## config.mk

```make
export PLATFORM = sky130hd
export DESIGN_NAME = ascon_permutation
export DESIGN_NICKNAME = d
export VERILOG_FILES = /design/src/rtl/ascon_permutation.sv
export SDC_FILE = /design/constraint.sdc
export NUM_CORES = 2
export LEC_CHECK = 0
export ABC_AREA = 1
export CORE_ASPECT_RATIO = 0.9
export CORE_UTILIZATION = 28
export DETAILED_ROUTE_END_ITERATION = 7
export GPL_TIMING_DRIVEN = 0
export SYNTH_ARGS = -nofsm -noshare
export SYNTH_HDL_FRONTEND = slang
export SYNTH_HIERARCHICAL = 1
export SYNTH_SLANG_ARGS = --single-unit
```

## constraint.sdc

```tcl
create_clock -name clk -period 2.4 [get_ports clk]
set_clock_uncertainty 0.1 [all_clocks]
set_input_delay 0.48 -clock clk [delete_from_list [all_inputs] [get_ports clk]]
set_output_delay 0.48 -clock clk [all_outputs]
set_load 0.05 [all_outputs]
```

## src/rtl/ascon_permutation.sv

```systemverilog
// Iterative Ascon-p[rnd] permutation: 320-bit state register, UNROLL rounds per clock.
// Also holds the bitsliced 5-bit S-box layer that the round datapath instantiates.

module substitution_layer (
    input  logic [4:0][63:0] state_i,
    output logic [4:0][63:0] state_o
);

    logic [63:0] x0, x1, x2, x3, x4;
    logic [63:0] t0, t1, t2, t3, t4;

    // Bitsliced chi-like S-box; every bit column of the five words is one 5-bit S-box input.
    always_comb begin
        x0 = state_i[0] ^ state_i[4];
        x1 = state_i[1];
        x2 = state_i[2] ^ state_i[1];
        x3 = state_i[3];
        x4 = state_i[4] ^ state_i[3];
        t0 = ~x0 & x1;
        t1 = ~x1 & x2;
        t2 = ~x2 & x3;
        t3 = ~x3 & x4;
        t4 = ~x4 & x0;
        x0 = x0 ^ t1;
        x1 = x1 ^ t2;
        x2 = x2 ^ t3;
        x3 = x3 ^ t4;
        x4 = x4 ^ t0;
        x1 = x1 ^ x0;
        x0 = x0 ^ x4;
        x3 = x3 ^ x2;
        x2 = ~x2;
        state_o[0] = x0;
        state_o[1] = x1;
        state_o[2] = x2;
        state_o[3] = x3;
        state_o[4] = x4;
    end

endmodule

module ascon_permutation #(
    parameter int unsigned UNROLL = 1
) (
    input  logic             clk,
    input  logic             rst,
    input  logic             start_i,
    input  logic [4:0]       rounds_i,
    input  logic [4:0][63:0] state_i,
    output logic [4:0][63:0] state_o,
    output logic             busy_o,
    output logic             done_o
);

    typedef enum logic {StIdle, StRun} fsm_e;

    fsm_e             fsm_q, fsm_d;
    logic [4:0][63:0] s_q;
    logic [4:0]       idx_q;
    logic [4:0]       rem_q;
    logic             done_q;

    logic [4:0]       rounds_clamp;
    logic [4:0]       step_n;
    logic             accept;
    logic             run_last;
    logic [4:0][63:0] stage [UNROLL+1];

    function automatic logic [63:0] ror64(input logic [63:0] x, input int unsigned n);
        return (x >> n) | (x << (64 - n));
    endfunction

    function automatic logic [4:0][63:0] linear_layer(input logic [4:0][63:0] s);
        logic [4:0][63:0] r;
        r[0] = s[0] ^ ror64(s[0], 19) ^ ror64(s[0], 28);
        r[1] = s[1] ^ ror64(s[1], 61) ^ ror64(s[1], 39);
        r[2] = s[2] ^ ror64(s[2], 1)  ^ ror64(s[2], 6);
        r[3] = s[3] ^ ror64(s[3], 10) ^ ror64(s[3], 17);
        r[4] = s[4] ^ ror64(s[4], 7)  ^ ror64(s[4], 41);
        return r;
    endfunction

    // Indexed over the 16-round schedule; p12 starts at index 4, p8 at index 8.
    function automatic logic [7:0] round_const(input logic [3:0] c);
        logic [7:0] k;
        case (c)
            4'h0: k = 8'h3c;
            4'h1: k = 8'h2d;
            4'h2: k = 8'h1e;
            4'h3: k = 8'h0f;
            4'h4: k = 8'hf0;
            4'h5: k = 8'he1;
            4'h6: k = 8'hd2;
            4'h7: k = 8'hc3;
            4'h8: k = 8'hb4;
            4'h9: k = 8'ha5;
            4'ha: k = 8'h96;
            4'hb: k = 8'h87;
            4'hc: k = 8'h78;
            4'hd: k = 8'h69;
            4'he: k = 8'h5a;
            4'hf: k = 8'h4b;
            default: k = 8'h00;
        endcase
        return k;
    endfunction

    always_comb begin
        rounds_clamp = (rounds_i > 5'd16) ? 5'd16 : rounds_i;
        accept       = (fsm_q == StIdle) && start_i;
        step_n       = (rem_q < 5'(UNROLL)) ? rem_q : 5'(UNROLL);
        run_last     = (fsm_q == StRun) && (rem_q == step_n);
    end

    assign stage[0] = s_q;

    // Stages at or beyond step_n pass their input through untouched.
    for (genvar k = 0; k < UNROLL; k++) begin : g_round
        logic [3:0]       cidx;
        logic [4:0][63:0] c_added;
        logic [4:0][63:0] s_out;

        always_comb begin
            cidx             = idx_q[3:0] + 4'(k);
            c_added          = stage[k];
            c_added[2][7:0]  = stage[k][2][7:0] ^ round_const(cidx);
        end

        substitution_layer u_sbox (
            .state_i (c_added),
            .state_o (s_out)
        );

        assign stage[k+1] = (5'(k) < step_n) ? linear_layer(s_out) : stage[k];
    end

    always_ff @(posedge clk) begin
        if (rst) begin
            fsm_q <= StIdle;
        end else begin
            fsm_q <= fsm_d;
        end
    end

    always_comb begin
        fsm_d = fsm_q;
        case (fsm_q)
            StIdle:  if (accept && (rounds_clamp != 5'd0)) fsm_d = StRun;
            StRun:   if (run_last) fsm_d = StIdle;
            default: fsm_d = StIdle;
        endcase
    end

    always_comb begin
        busy_o  = (fsm_q == StRun);
        done_o  = done_q;
        state_o = s_q;
    end

    always_ff @(posedge clk) begin
        if (rst) begin
            s_q    <= '0;
            idx_q  <= '0;
            rem_q  <= '0;
            done_q <= 1'b0;
        end else begin
            done_q <= 1'b0;
            if (accept) begin
                s_q    <= state_i;
                idx_q  <= 5'd16 - rounds_clamp;
                rem_q  <= rounds_clamp;
                done_q <= (rounds_clamp == 5'd0);
            end else if (fsm_q == StRun) begin
                s_q    <= stage[UNROLL];
                idx_q  <= idx_q + step_n;
                rem_q  <= rem_q - step_n;
                done_q <= run_last;
            end
        end
    end

endmodule
```

# ---- After elaboration in Yosys (flattened, before gate mapping)
# Memories as Yosys holds them, arrays and structs flattened. A register that Yosys moved wholly into a read port is not among the register bits.
# Cells that the tools add are included.
dict set report word_totals {
  reg_bits 332
  latch_bits 0
  mem_bits_rw 0
  romBits 128
  input_bits 328
  output_inout_bits 322
  elab_cells 85
  n_memories 1
}
dict set report classes {
  n_addsub 3
  mul 0
  n_div 0
  magnitude_cmp 3
  n_eq_ne 1
  n_shift 0
  muxes 16
  bitwise 44
  n_reduce_logical 8
}
# memory words word_bits read_ports rd_ports_with_merged_regs wr line_no
set memory_table {}
lappend memory_table {{(no name shown)} 16 8 1 1 0 86} ;# case (c)
# cell n
set op_table {}
lappend op_table {{$xor A64 B64 Y64} 21}
lappend op_table {{$mux W320} 3}
lappend op_table {{$not A64 Y64} 6}
lappend op_table {{$and A64 B64 Y64} 5}
lappend op_table {{$or A23 B64 Y64} 1}
lappend op_table {{$or A25 B64 Y64} 1}
lappend op_table {{$or A3 B64 Y64} 1}
lappend op_table {{$or A36 B64 Y64} 1}
lappend op_table {{$or A45 B64 Y64} 1}
lappend op_table {{$or A47 B64 Y64} 1}
lappend op_table {{$or A54 B64 Y64} 1}
lappend op_table {{$or A57 B64 Y64} 1}
lappend op_table {{$or A58 B64 Y64} 1}
lappend op_table {{$or A63 B64 Y64} 1}
lappend op_table {{$mux W5} 6}
lappend op_table {{$mux W4} 2}
lappend op_table {{$xor A8 B8 Y8} 1}
lappend op_table {{$add A5 B5 Y5} 1}
lappend op_table {{$eq A5 B5 Y1} 1}
lappend op_table {{$gt A5 B5 Y1 const B} 1}
lappend op_table {{$logic_not A5 Y1} 1}
lappend op_table {{$lt A1 B5 Y1 const A} 1}
lappend op_table {{$lt A5 B1 Y1 const B} 1}
lappend op_table {{$reduce_bool A5 Y1} 1}
lappend op_table {{8 further kinds} 14}

# ---- Longest topological paths before layout
dict set report depth {
  word_depth 12
  mapped_depth 14
  depth_no_buf 14
}

# ---- Hierarchy
# The synthesis kept the hierarchy.
# mod n_inst cells_per_inst area_each_um2 seq_area_each_um2
set modules_own_cells {}
lappend modules_own_cells {ascon_permutation 1 2873 22489.1 6786.5}
lappend modules_own_cells {substitution_layer 1 2051 10297.4 0.0}

# ---- Worst setup path before layout
# Ideal clock, no wire load.
dict set report synth_path {
  kind {reg-to-reg}
  start {register s_q, in the netlist state_o[128]}
  end {register s_q, in the netlist state_o[192]}
  setup_time_ns 0.132
  arrival_ns 2.321
  required_ns 2.168
  path_slack_ns -0.154
  path_stages_with_launch 10
  n_path_buf 0
  synth_period_minus_slack_ns 2.554
  path_cell_list {dfxtp_1 > xor2_1 > ha_1 > xor2_1 > xor2_1 > xnor2_1 > xor2_1 > nand2_1 > o211ai_1 > a21oi_1}
}
# item line_no
set synth_lines {}
lappend synth_lines {{start: declaration} 58} ;# logic [4:0][63:0] s_q;
lappend synth_lines {{start signal: assignment} 169} ;# s_q <= state_i;
lappend synth_lines {{start signal: assignment} 174} ;# s_q <= stage[UNROLL];

==> flow_summary.ini <==
[place]
portBuffers = 648
hpwl_mm = 169
place.gp.congestion = 1.09

[layout]
nets = 6328
fill_cells = 11587
drive_above_1_share = 0.265
areaGrowthSynthToFinish_pct = 57.2

[global_route]
grt_max_degree = 20
grt_pass1_wl_mm = 273
grt_pass1_vias = 35133
antenna_found_initial = 10
grtUsageTotal = 0.330
grt-ovfl-total = 0

[yosys]
async_flop_share = 0
synth_ff_type = dfxtp_1
synth_cell_types = 28
seq_area_frac_synth = 0.207
syn_inst = 4924
ys_warn_count = 6
synthDominantCellAreaShare = 0.207
avgSynthCellArea_sq_um = 6.66
ys_ff_latch = 339
synthTopCellsByArea = dfxtp_1 (21%), nand2_1 (15%), xnor2_1 (8.6%), xor2_1 (8.4%), a21oi_1 (8.2%)
synth_edf_count = 0
yosys-top-cells-count = nand2_1 (1305), a21oi_1 (536), inv_1 (525)
yosysMostFrequentCell = nand2_1
synth_largest_area_cell = dfxtp_1
synth_area_sq_mm = 0.0328

[critical_path]
cp-start-kind = flop
slowest_delay_ps = 660
cp_cell_sequence = o21ai_0 > xor2_4 > xnor2_1 > xor2_1 > nand2_1 > o211ai_1 > a21oi_1
r2r_slack_ps = -30
r2r_end = state_o[97]$_SDFFE_PP0P_
crit_fanout = 6
critPathCaptureType = flop
cp_slowest_cell = o21ai_0
reg2reg_depth = 7
critical_path_arrival_ps = 2800
setup.worst_path.end = state_o[97]$_SDFFE_PP0P_
crit_required_ps = 2760
worstSetupStartpoint = state_o[94]$_SDFFE_PP0P_
critPathKind = reg -> reg
r2r_start = state_o[94]$_SDFFE_PP0P_

[drt]
firstDrtPassIters = 7
drc = 0
ant_nets = 0
viasPerCell = 5.25
wirelength_mm = 206
via_count = 39197
wire_per_inst_microns = 27.6
dr.first_iter.drc_count = 4597

[floorplanning]
io_pins = 650
start_util = 0.284
rows = 118
core_area_sq_mm = 0.116
dieHeight_microns = 327
dieArea_sq_mm = 0.118
die_x_microns = 363

[sta]
drv_slew = 0
fin_crit_sh = 1.01
clock.fmax_mhz = 411
hold_violations = 0
grt_setup_unrepaired = yes
tightest_slew_ps = 1460
holdWs_ps = 383
maxSlewHeadroom = 0.0257
setup_viol = 6
period_minus_slack_ps = 2430
setup_ws_ps = -31.7

[clocking]
htreeDepth = 2
root_buffer = clkbuf_16
worstSkewPairLatency_ps = 630
cts.sinks = 339
numCtsBuffers = 43
clkTransAtPathRegs_ps = 60
tritoncts = built
clock_path_buffers = 3

[min_path]
hp-class = in -> reg

[run_status]
violations = setup timing
status = finished, violations left

[run]
max_cap_violations = 0
-- what timing repair did --
item                                     CTS  global route
gates resized for setup                 1072           497
endpoints found under the setup margin   638           266
hold buffers                               0             0
setup buffers                            129           119
pin swaps                                 87           124
-- cells in the final DEF (no fill, tap or decap), drive strengths merged, types with 4 or more instances in the layout --
cell and instances:
nand4 4, dfxtp 339, clkdlybuf4s50 328, xor2 315, a21oi 536, clkinv 9
ha 134, buf 686, xnor2 322, nand3 330, nand2 1311, inv 507
clkbuf 111, nor2 9, dlygate4sd2 294, clkdlybuf4s15 26, diode 5, clkinvlp 30
o211ai 321, o21ai 271
-- layout make-up --
cell class                 count  area [sq um]  share of cell area
timing repair buffer         896          8890               0.173
clock buffer                  59          1270              0.0246
tap                         1560          1950              0.0379
antenna                        5          12.5            0.000243
inverter                     532          2100              0.0407
multi-input combinational   3563         26600               0.516
sequential                   339          7140               0.139
clock inverter                16           148             0.00287
buffer                       490          3450              0.0670
-- layer usage --
metal | part of all wire | GRT usage | up-vias
met5 | 0.00011 | 0 | -
met3 | 0.091 | 0.0479 | 388
li1 | - | - | 17653
met1 | 0.41 | 0.447 | 18952
met4 | 0.054 | 0.156 | 4
met2 | 0.44 | 0.515 | 2200
-- worst min path at each step --
stage / endpoint / slack (ps) / from / depth (start not counted)
after floorplan: rem_q[4]$_SDFFE_PP0N_ / 360 / rem_q[4]$_SDFFE_PP0N_ / 2
after global placement: state_o[129]$_SDFFE_PP0P_ / 370 / state_o[129]$_SDFFE_PP0P_ / 2
after detailed placement: state_o[133]$_SDFFE_PP0P_ / 370 / state_o[133]$_SDFFE_PP0P_ / 2
after CTS: idx_q[3]$_SDFFE_PP0N_ / 350 / rst / 4
after global routing: state_o[241]$_SDFFE_PP0P_ / 410 / state_o[241]$_SDFFE_PP0P_ / 2
final: idx_q[3]$_SDFFE_PP0N_ / 380 / rst / 4
-- per-stage QoR --
stage | instance area, sq um | setup slack [ps] | std cells | setup TNS, ps | utilization
2_1_floorplan | 32800 | 16.9 | 4926 | 0 | -
5_1_grt | 51500 | -74.9 | 7457 | -817 | 0.446
4_1_cts | 48200 | -22.4 | 7336 | -68.5 | 0.417
6_report | 51500 | -31.7 | 7460 | -71.4 | 0.446
3_5_place_dp | 41200 | -1310 | 7134 | -215610 | 0.357
3_3_place_gp | 41200 | -1320 | 7134 | -222020 | 0.357
-- critical path, delay by kind of cell (launching register included) --
family	cells	cell delay [ps]
DFF	1	360
xor gates and xnor gates	3	830
AOI/OAI and AO/OA	3	870
and+or+nand+nor	1	110
-- cell families (layout without fill, tap and decap cells) --
family,after synthesis,after routing,share of synthesized area
flip-flops,339,339,0.207
adder cells (fa/ha/maj),135,135,0.0517
XOR/XNOR,637,637,0.170
AND/OR/NAND/NOR,1655,1655,0.204
AO/OA/AOI/OAI,1133,1133,0.202
other,1,8,0.000114
buffers and inverters,1024,1993,0.165
-- registers in the layout, summed over array words and instances (netlist names), named ones only --
signal and cells:
state_o 320, done_o 1, busy_o 1, idx_q 4, rem_q 5
Power is left out: the tool's default activity adds up to more than one toggle a clock period on the data nets, which glitch-free logic cannot reach.
